`config.mk`:
```
export PLATFORM = sky130hd
export DESIGN_NAME = speech_seq_ctrl_flat
export DESIGN_NICKNAME = d
export VERILOG_FILES = /design/src/rtl/speech_pkg.sv /design/src/rtl/speech_seq_ctrl_if.sv /design/src/rtl/sync_2ff.sv /design/src/rtl/speech_seq_ctrl.sv /design/src/flat_wrapper.sv
export SDC_FILE = /design/constraint.sdc
export NUM_CORES = 1
export LEC_CHECK = 0
export CAP_MARGIN = 20
export CORE_MARGIN = 1.5
export CORE_UTILIZATION = 46
export DETAILED_ROUTE_END_ITERATION = 7
export GPL_TIMING_DRIVEN = 0
export PLACE_DENSITY_LB_ADDON = 0.08
export SYNTH_ARGS = -nofsm -noshare
export SYNTH_HDL_FRONTEND = slang
export SYNTH_SLANG_ARGS = --single-unit
```
`constraint.sdc`:
```
create_clock -name clk -period 2.3 [get_ports clk]
set_clock_uncertainty 0.15 [all_clocks]
set_input_delay 0.23 -clock clk [delete_from_list [all_inputs] [get_ports clk]]
set_output_delay 0.23 -clock clk [all_outputs]
set_load 0.05 [all_outputs]
```
`src/rtl/speech_pkg.sv`:
```
// speech_pkg: shared types and widths for the speech recogniser sequencer.
package speech_pkg;
  localparam int RESULT_W = 8;
  localparam int SAMPLE_W = 8;
  typedef enum logic [2:0] {
    IDLE    = 3'b000,
    RECV    = 3'b001,
    PROC    = 3'b010,
    WAIT_TX = 3'b011,
    SEND    = 3'b100
  } statetype;
endpackage

```
`src/rtl/speech_seq_ctrl_if.sv`:
```
// speech_seq_ctrl_if: SPI byte, sample-buffer, matcher and transmitter signals of the sequencer.
interface speech_seq_ctrl_if #(
  parameter int ADDR_W = 3
);
  import speech_pkg::*;
  logic                ss;
  logic                rx_valid;
  logic [SAMPLE_W-1:0] rx_data;
  logic                wr_en;
  logic [ADDR_W-1:0]   wr_addr;
  logic [SAMPLE_W-1:0] wr_data;
  logic                proc_start;
  logic                proc_done;
  logic [RESULT_W-1:0] proc_result;
  logic                tx_load;
  logic [RESULT_W-1:0] tx_data;
  logic                tx_done;
  logic [2:0]          state;
  logic [RESULT_W-1:0] led;
  logic                error;
  modport master (
    output ss, rx_valid, rx_data, proc_done, proc_result, tx_done,
    input  wr_en, wr_addr, wr_data, proc_start, tx_load, tx_data, state, led, error
  );
  modport slave (
    input  ss, rx_valid, rx_data, proc_done, proc_result, tx_done,
    output wr_en, wr_addr, wr_data, proc_start, tx_load, tx_data, state, led, error
  );
endinterface

```
`src/rtl/sync_2ff.sv`:
```
// sync_2ff: two-flop synchroniser for a single asynchronous level.
module sync_2ff (
  input  logic clk,
  input  logic reset_n,
  input  logic d,
  output logic q
);
  logic m;
  always_ff @(posedge clk or negedge reset_n) begin
    if (!reset_n) {q, m} <= 2'b00;
    else {q, m} <= {m, d};
  end
endmodule

```
`src/rtl/speech_seq_ctrl.sv`:
```
// speech_seq_ctrl: frames an SPI audio burst into the sample buffer, runs the matcher
// and hands its result byte back to the transmitter.
module speech_seq_ctrl
  import speech_pkg::*;
#(
  parameter int NUM_SAMPLES  = 8,
  parameter int ADDR_W       = $clog2(NUM_SAMPLES),
  parameter int PROC_TIMEOUT = 1024,
  parameter int TMO_W        = $clog2(PROC_TIMEOUT + 1)
) (
  input  logic             clk,
  input  logic             reset_n,
  speech_seq_ctrl_if.slave bus
);
  localparam logic [ADDR_W-1:0] LAST_IDX = ADDR_W'(NUM_SAMPLES - 1);
  localparam logic [TMO_W-1:0]  TMO_LAST = TMO_W'(PROC_TIMEOUT - 1);
  statetype          st, st_n;
  logic              ss_s, ss_q, ss_rise, ss_fall;
  logic [ADDR_W-1:0] cnt;
  logic [TMO_W-1:0]  tmo;
  logic              take, last, expire, err_set;
  sync_2ff u_ss_sync (.clk(clk), .reset_n(reset_n), .d(bus.ss), .q(ss_s));
  assign ss_rise   = ss_s & ~ss_q;
  assign ss_fall   = ~ss_s & ss_q;
  assign take      = (st == RECV) & bus.rx_valid;
  assign last      = take & (cnt == LAST_IDX);
  // tmo is 0 on the first PROC cycle, so the final allowed cycle sees TMO_LAST
  assign expire    = (st == PROC) & ~bus.proc_done & (tmo == TMO_LAST);
  assign bus.state = st;
  always_comb begin
    st_n    = IDLE;
    err_set = 1'b0;
    case (st)
      IDLE:    st_n = ss_rise ? RECV : IDLE;
      RECV: begin
        st_n    = last ? PROC : ss_fall ? IDLE : RECV;
        err_set = ss_fall & ~last;
      end
      PROC: begin
        st_n    = bus.proc_done ? WAIT_TX : expire ? IDLE : PROC;
        err_set = expire;
      end
      WAIT_TX: st_n = ss_rise ? SEND : WAIT_TX;
      SEND: begin
        st_n    = (bus.tx_done | ss_fall) ? IDLE : SEND;
        err_set = ss_fall & ~bus.tx_done;
      end
      default: st_n = IDLE;
    endcase
  end
  always_ff @(posedge clk or negedge reset_n) begin
    if (!reset_n) begin
      st             <= IDLE;
      ss_q           <= 1'b0;
      cnt            <= '0;
      tmo            <= '0;
      bus.wr_en      <= 1'b0;
      bus.wr_addr    <= '0;
      bus.wr_data    <= '0;
      bus.proc_start <= 1'b0;
      bus.tx_load    <= 1'b0;
      bus.tx_data    <= '0;
      bus.led        <= '0;
      bus.error      <= 1'b0;
    end else begin
      st             <= st_n;
      ss_q           <= ss_s;
      cnt            <= ((st == IDLE) & ss_rise) ? '0 : (take & ~last) ? cnt + ADDR_W'(1) : cnt;
      tmo            <= (st == PROC) ? tmo + TMO_W'(1) : '0;
      bus.wr_en      <= take;
      bus.proc_start <= last;
      bus.tx_load    <= (st == WAIT_TX) & ss_rise;
      bus.error      <= ((st == IDLE) & ss_rise) ? 1'b0 : bus.error | err_set;
      if (take) begin
        bus.wr_addr <= cnt;
        bus.wr_data <= bus.rx_data;
      end
      if ((st == PROC) & bus.proc_done) begin
        bus.led     <= bus.proc_result;
        bus.tx_data <= bus.proc_result;
      end
    end
  end
endmodule

```
`src/flat_wrapper.sv`:
```
// flat-port wrapper written by rule: the top's interface ports become plain ports
module speech_seq_ctrl_flat import speech_pkg::*;
#(
  parameter int NUM_SAMPLES  = 8,
  parameter int ADDR_W       = $clog2(NUM_SAMPLES),
  parameter int PROC_TIMEOUT = 1024,
  parameter int TMO_W        = $clog2(PROC_TIMEOUT + 1)
)
  (clk, reset_n, bus_ss, bus_rx_valid, bus_rx_data, bus_proc_done, bus_proc_result, bus_tx_done, bus_wr_en, bus_wr_addr, bus_wr_data, bus_proc_start, bus_tx_load, bus_tx_data, bus_state, bus_led, bus_error);
  speech_seq_ctrl_if #(.ADDR_W(ADDR_W)) bus_i ();
  input  logic clk;
  input  logic reset_n;
  input wire logic [$bits(bus_i.ss)-1:0] bus_ss;
  input wire logic [$bits(bus_i.rx_valid)-1:0] bus_rx_valid;
  input wire logic [$bits(bus_i.rx_data)-1:0] bus_rx_data;
  input wire logic [$bits(bus_i.proc_done)-1:0] bus_proc_done;
  input wire logic [$bits(bus_i.proc_result)-1:0] bus_proc_result;
  input wire logic [$bits(bus_i.tx_done)-1:0] bus_tx_done;
  output wire logic [$bits(bus_i.wr_en)-1:0] bus_wr_en;
  output wire logic [$bits(bus_i.wr_addr)-1:0] bus_wr_addr;
  output wire logic [$bits(bus_i.wr_data)-1:0] bus_wr_data;
  output wire logic [$bits(bus_i.proc_start)-1:0] bus_proc_start;
  output wire logic [$bits(bus_i.tx_load)-1:0] bus_tx_load;
  output wire logic [$bits(bus_i.tx_data)-1:0] bus_tx_data;
  output wire logic [$bits(bus_i.state)-1:0] bus_state;
  output wire logic [$bits(bus_i.led)-1:0] bus_led;
  output wire logic [$bits(bus_i.error)-1:0] bus_error;
  assign bus_i.ss = bus_ss;
  assign bus_i.rx_valid = bus_rx_valid;
  assign bus_i.rx_data = bus_rx_data;
  assign bus_i.proc_done = bus_proc_done;
  assign bus_i.proc_result = bus_proc_result;
  assign bus_i.tx_done = bus_tx_done;
  assign bus_wr_en = bus_i.wr_en;
  assign bus_wr_addr = bus_i.wr_addr;
  assign bus_wr_data = bus_i.wr_data;
  assign bus_proc_start = bus_i.proc_start;
  assign bus_tx_load = bus_i.tx_load;
  assign bus_tx_data = bus_i.tx_data;
  assign bus_state = bus_i.state;
  assign bus_led = bus_i.led;
  assign bus_error = bus_i.error;
  speech_seq_ctrl #(.NUM_SAMPLES(NUM_SAMPLES), .ADDR_W(ADDR_W), .PROC_TIMEOUT(PROC_TIMEOUT), .TMO_W(TMO_W)) u_core (.clk(clk), .reset_n(reset_n), .bus(bus_i));
endmodule
```
==> flow_metrics.env <==
export IMPL_grt_ovfl_total=0
export IMPL_slew_headroom=0.460
export IMPL_cp_data_required_time_ns=1.92
export IMPL_synth_top_area_share=0.580
export IMPL_r2r_cells=4
export IMPL_maxUsedRoutingLayer="met4"
export IMPL_end_kind="output port"
export IMPL_synth_seq_area_share=0.580
export IMPL_clkSlewWorstSetupHoldPaths_ns=0.07
export IMPL_cts_hold_buf=1
export IMPL_hold_viol=0
export IMPL_crit_fanout=8
export IMPL_fin_area_um2=2560
export IMPL_coreArea_um2=3770
export IMPL_worstPathArrival_ns=1.62
export IMPL_synth_most_common_cell="dfrtp_1"
export IMPL_max_stage_delay_ns=0.85
export IMPL_fin_ws_ns=0.297
export IMPL_ys_async_sr_fraction=1.00
export IMPL_clockBufferDepth=2
export IMPL_period_share=0.871
export IMPL_post_cts_buffers=0
export IMPL_synthTopCellsByArea="dfrtp_1 58%, mux2_2 12%, buf_4 4.0%"
export IMPL_hold_ws_ns=0.203
export IMPL_cts_buffers=5
export IMPL_antennaDiodeCount=0
export IMPL_synth_cell_types=37
export IMPL_power_leakage_nw=1.13
export IMPL_clock_sinks=43
export IMPL_cp_cell_sequence="clkdlybuf4s50_1"
export IMPL_drc=0
export IMPL_place_port_buffers=55
export IMPL_ys_top_cells_by_count="43 x dfrtp_1, 19 x mux2_2, 13 x nor2_1"
export IMPL_fin_nets=233
export IMPL_vias_per_cell=4.88
export IMPL_postRouteAntennaNets=0
export IMPL_ctsResizeCount=0
export IMPL_placed_area_um2=2480
export IMPL_gp_congestion=0.711
export IMPL_tightest_slew_ns=0.799
export IMPL_place_ws_ns=0.450
export IMPL_clkLatencyLatePin_ns=0.28
export IMPL_p_sw_frac=0.452
export IMPL_power_w=0.00362
export IMPL_cp_start_kind="flip-flop"
export IMPL_syn_inst=144
export IMPL_firstDrtPassIters=4
export IMPL_hpwl_mm=2.65
export IMPL_ioPinCount=56
export IMPL_clock_fmax_mhz=499
export IMPL_grt_max_degree=44
export IMPL_syn_area_um2=1850
export IMPL_die_h_um=66.5
export IMPL_syn_to_final_growth_pct=38.2
export IMPL_fp_dieArea_um2=4420
export IMPL_start_util=0.492
export IMPL_first_iter_violations=62
export IMPL_grt_pass1_vias=1303
export IMPL_peakVddDrop_v=0.000878
export IMPL_drive_gt1_frac=0.208
export IMPL_cts_tree="yes"
export IMPL_power_switching_w=0.00164
export IMPL_ys_seq_elements=43
export IMPL_met3_wirelength_um=114
export IMPL_grt_util_all_layers=0.170
export IMPL_cts_htree_levels=2
export IMPL_status="complete, no violations"
export IMPL_clock_power_share=0.115
export IMPL_setup_viol=0
export IMPL_antenna_found_initial=0
export IMPL_report_final_slew_viol_count=0
export IMPL_clockRootBuffer="clkbuf_8"
export IMPL_grt_pass1_wl_mm=5.58
export IMPL_max_cap_violations=0
export IMPL_final_core_utilization=0.679
export IMPL_met1_length_mm=1.42
export IMPL_vias=1245
export IMPL_p_int_w=0.00198
export IMPL_hp_class="reg2reg"
export IMPL_postSynthAreaPerCell_um2=12.9
export IMPL_fp_row_count=22
export IMPL_crit_family="buffers and inverters"
export IMPL_synth_edff_count=0
export IMPL_worstSetupPathType="reg2out"
export IMPL_yosysTopAreaCell="dfrtp_1"
export IMPL_ys_warn_count=0
export IMPL_p_per_area_nw_per_um2=1410
export IMPL_pwr_share_seq=0.309
export IMPL_synth_ff_type="dfrtp_1"
export IMPL_min_delay_path_depth=0
export IMPL_fin_crit_ns=2.00
export IMPL_synth_nets=169
export IMPL_wl_met2_mm=1.90
export IMPL_cp_depth=1
export IMPL_p_comb_frac=0.576
export IMPL_path_buf_inv=1
export IMPL_die_w_um=66.5
export IMPL_slowest_stage="clkdlybuf4s50_1"
export IMPL_wire_per_inst_um=13.7
export IMPL_rsz0062_at_grt="no"
export IMPL_wirelength_mm=3.49
-- power by group through the flow --
stage,Clock (W),Sequential [W],Combinational (W)
floorplan,0,0.00181,0.000737
global placement,0,0.00112,0.00207
detailed placement,0,0.00114,0.00210
CTS,0.000434,0.00112,0.00210
global route,0.000457,0.00115,0.00219
finish,0.000417,0.00112,0.00209
-- flip-flops by register name, summed over array words and instances (netlist names) --
name	cells
u_core.bus.wr_data	8
u_core.tmo	11
u_core.u_ss_sync.q	1
u_core.bus.error	1
u_core.ss_q	1
u_core.bus.wr_addr	3
u_core.bus.state	3
u_core.cnt	3
u_core.bus.proc_start	1
u_core.u_ss_sync.m	1
u_core.bus.tx_load	1
u_core.bus.wr_en	1
u_core.bus.tx_data	8
-- worst paths after layout --
check	startpoint	end	slack, ns
hold / removal	u_core.u_ss_sync.m$_DFF_PN0_	u_core.u_ss_sync.q$_DFF_PN0_	0.20
min in group asynchronous	reset_n	u_core.bus.tx_load$_DFF_PN0_	0.29
setup reg to reg	u_core.bus.state[1]$_DFF_PN0_	u_core.bus.wr_data[5]$_DFFE_PN0P_	0.52
setup / recovery	u_core.bus.state[2]$_DFF_PN0_	bus_state[2]	0.30
max in group asynchronous	reset_n	u_core.bus.wr_data[2]$_DFFE_PN0P_	1.50
hold reg to reg	u_core.u_ss_sync.m$_DFF_PN0_	u_core.u_ss_sync.q$_DFF_PN0_	0.20
-- cell usage in the layout, fill, tap and decap left out, drive strengths merged, types with 3 or more instances in the layout --
| master | synthesis | layout |
|---|---|---|
| buf | 11 | 13 |
| dfrtp | 43 | 43 |
| xnor2 | 4 | 4 |
| nor2b | 3 | 3 |
| inv | 3 | 3 |
| a21oi | 4 | 4 |
| mux2 | 19 | 19 |
| nor2 | 14 | 14 |
| nand2 | 6 | 6 |
| clkdlybuf4s50 | 0 | 54 |
| xor2 | 5 | 5 |
| ha | 3 | 3 |
| clkbuf | 1 | 7 |
-- kinds of logic after synthesis --
family / after synthesis / synth area share
buffers and inverters: 15 / 0.0513
adders and majority gates: 3 / 0.0202
and+or+nand+nor: 44 / 0.148
AOI/OAI and AO/OA: 9 / 0.0310
xor gates and xnor gates: 9 / 0.0425
muxes: 21 / 0.126
DFF: 43 / 0.580
-- stage by stage --
stage	instances	setup TNS [ns]
floorplan	144	0
global placement	247	-7.62
detailed placement	248	0
CTS	255	0
global route	255	0
finish	255	0
-- final cells by class --
class                   instances  area [um2]
fillers                       280        1210
flip-flops and latches         43        1080
multi-input cells              86         683
repair buffers                 57         576
plain buffers                  12        83.8
clock buffers                   6        72.6
well taps                      48        60.1
inverters                       3        11.3
-- per-layer routing --
metal / vias up / track usage
li1: 610 / -
met1: 606 / 0.185
met2: 23 / 0.318
met3: 6 / 0.0473
met4: 0 / 0.0536
met5: - / 0
No activity file was read; power rests on OpenSTA's default activity.
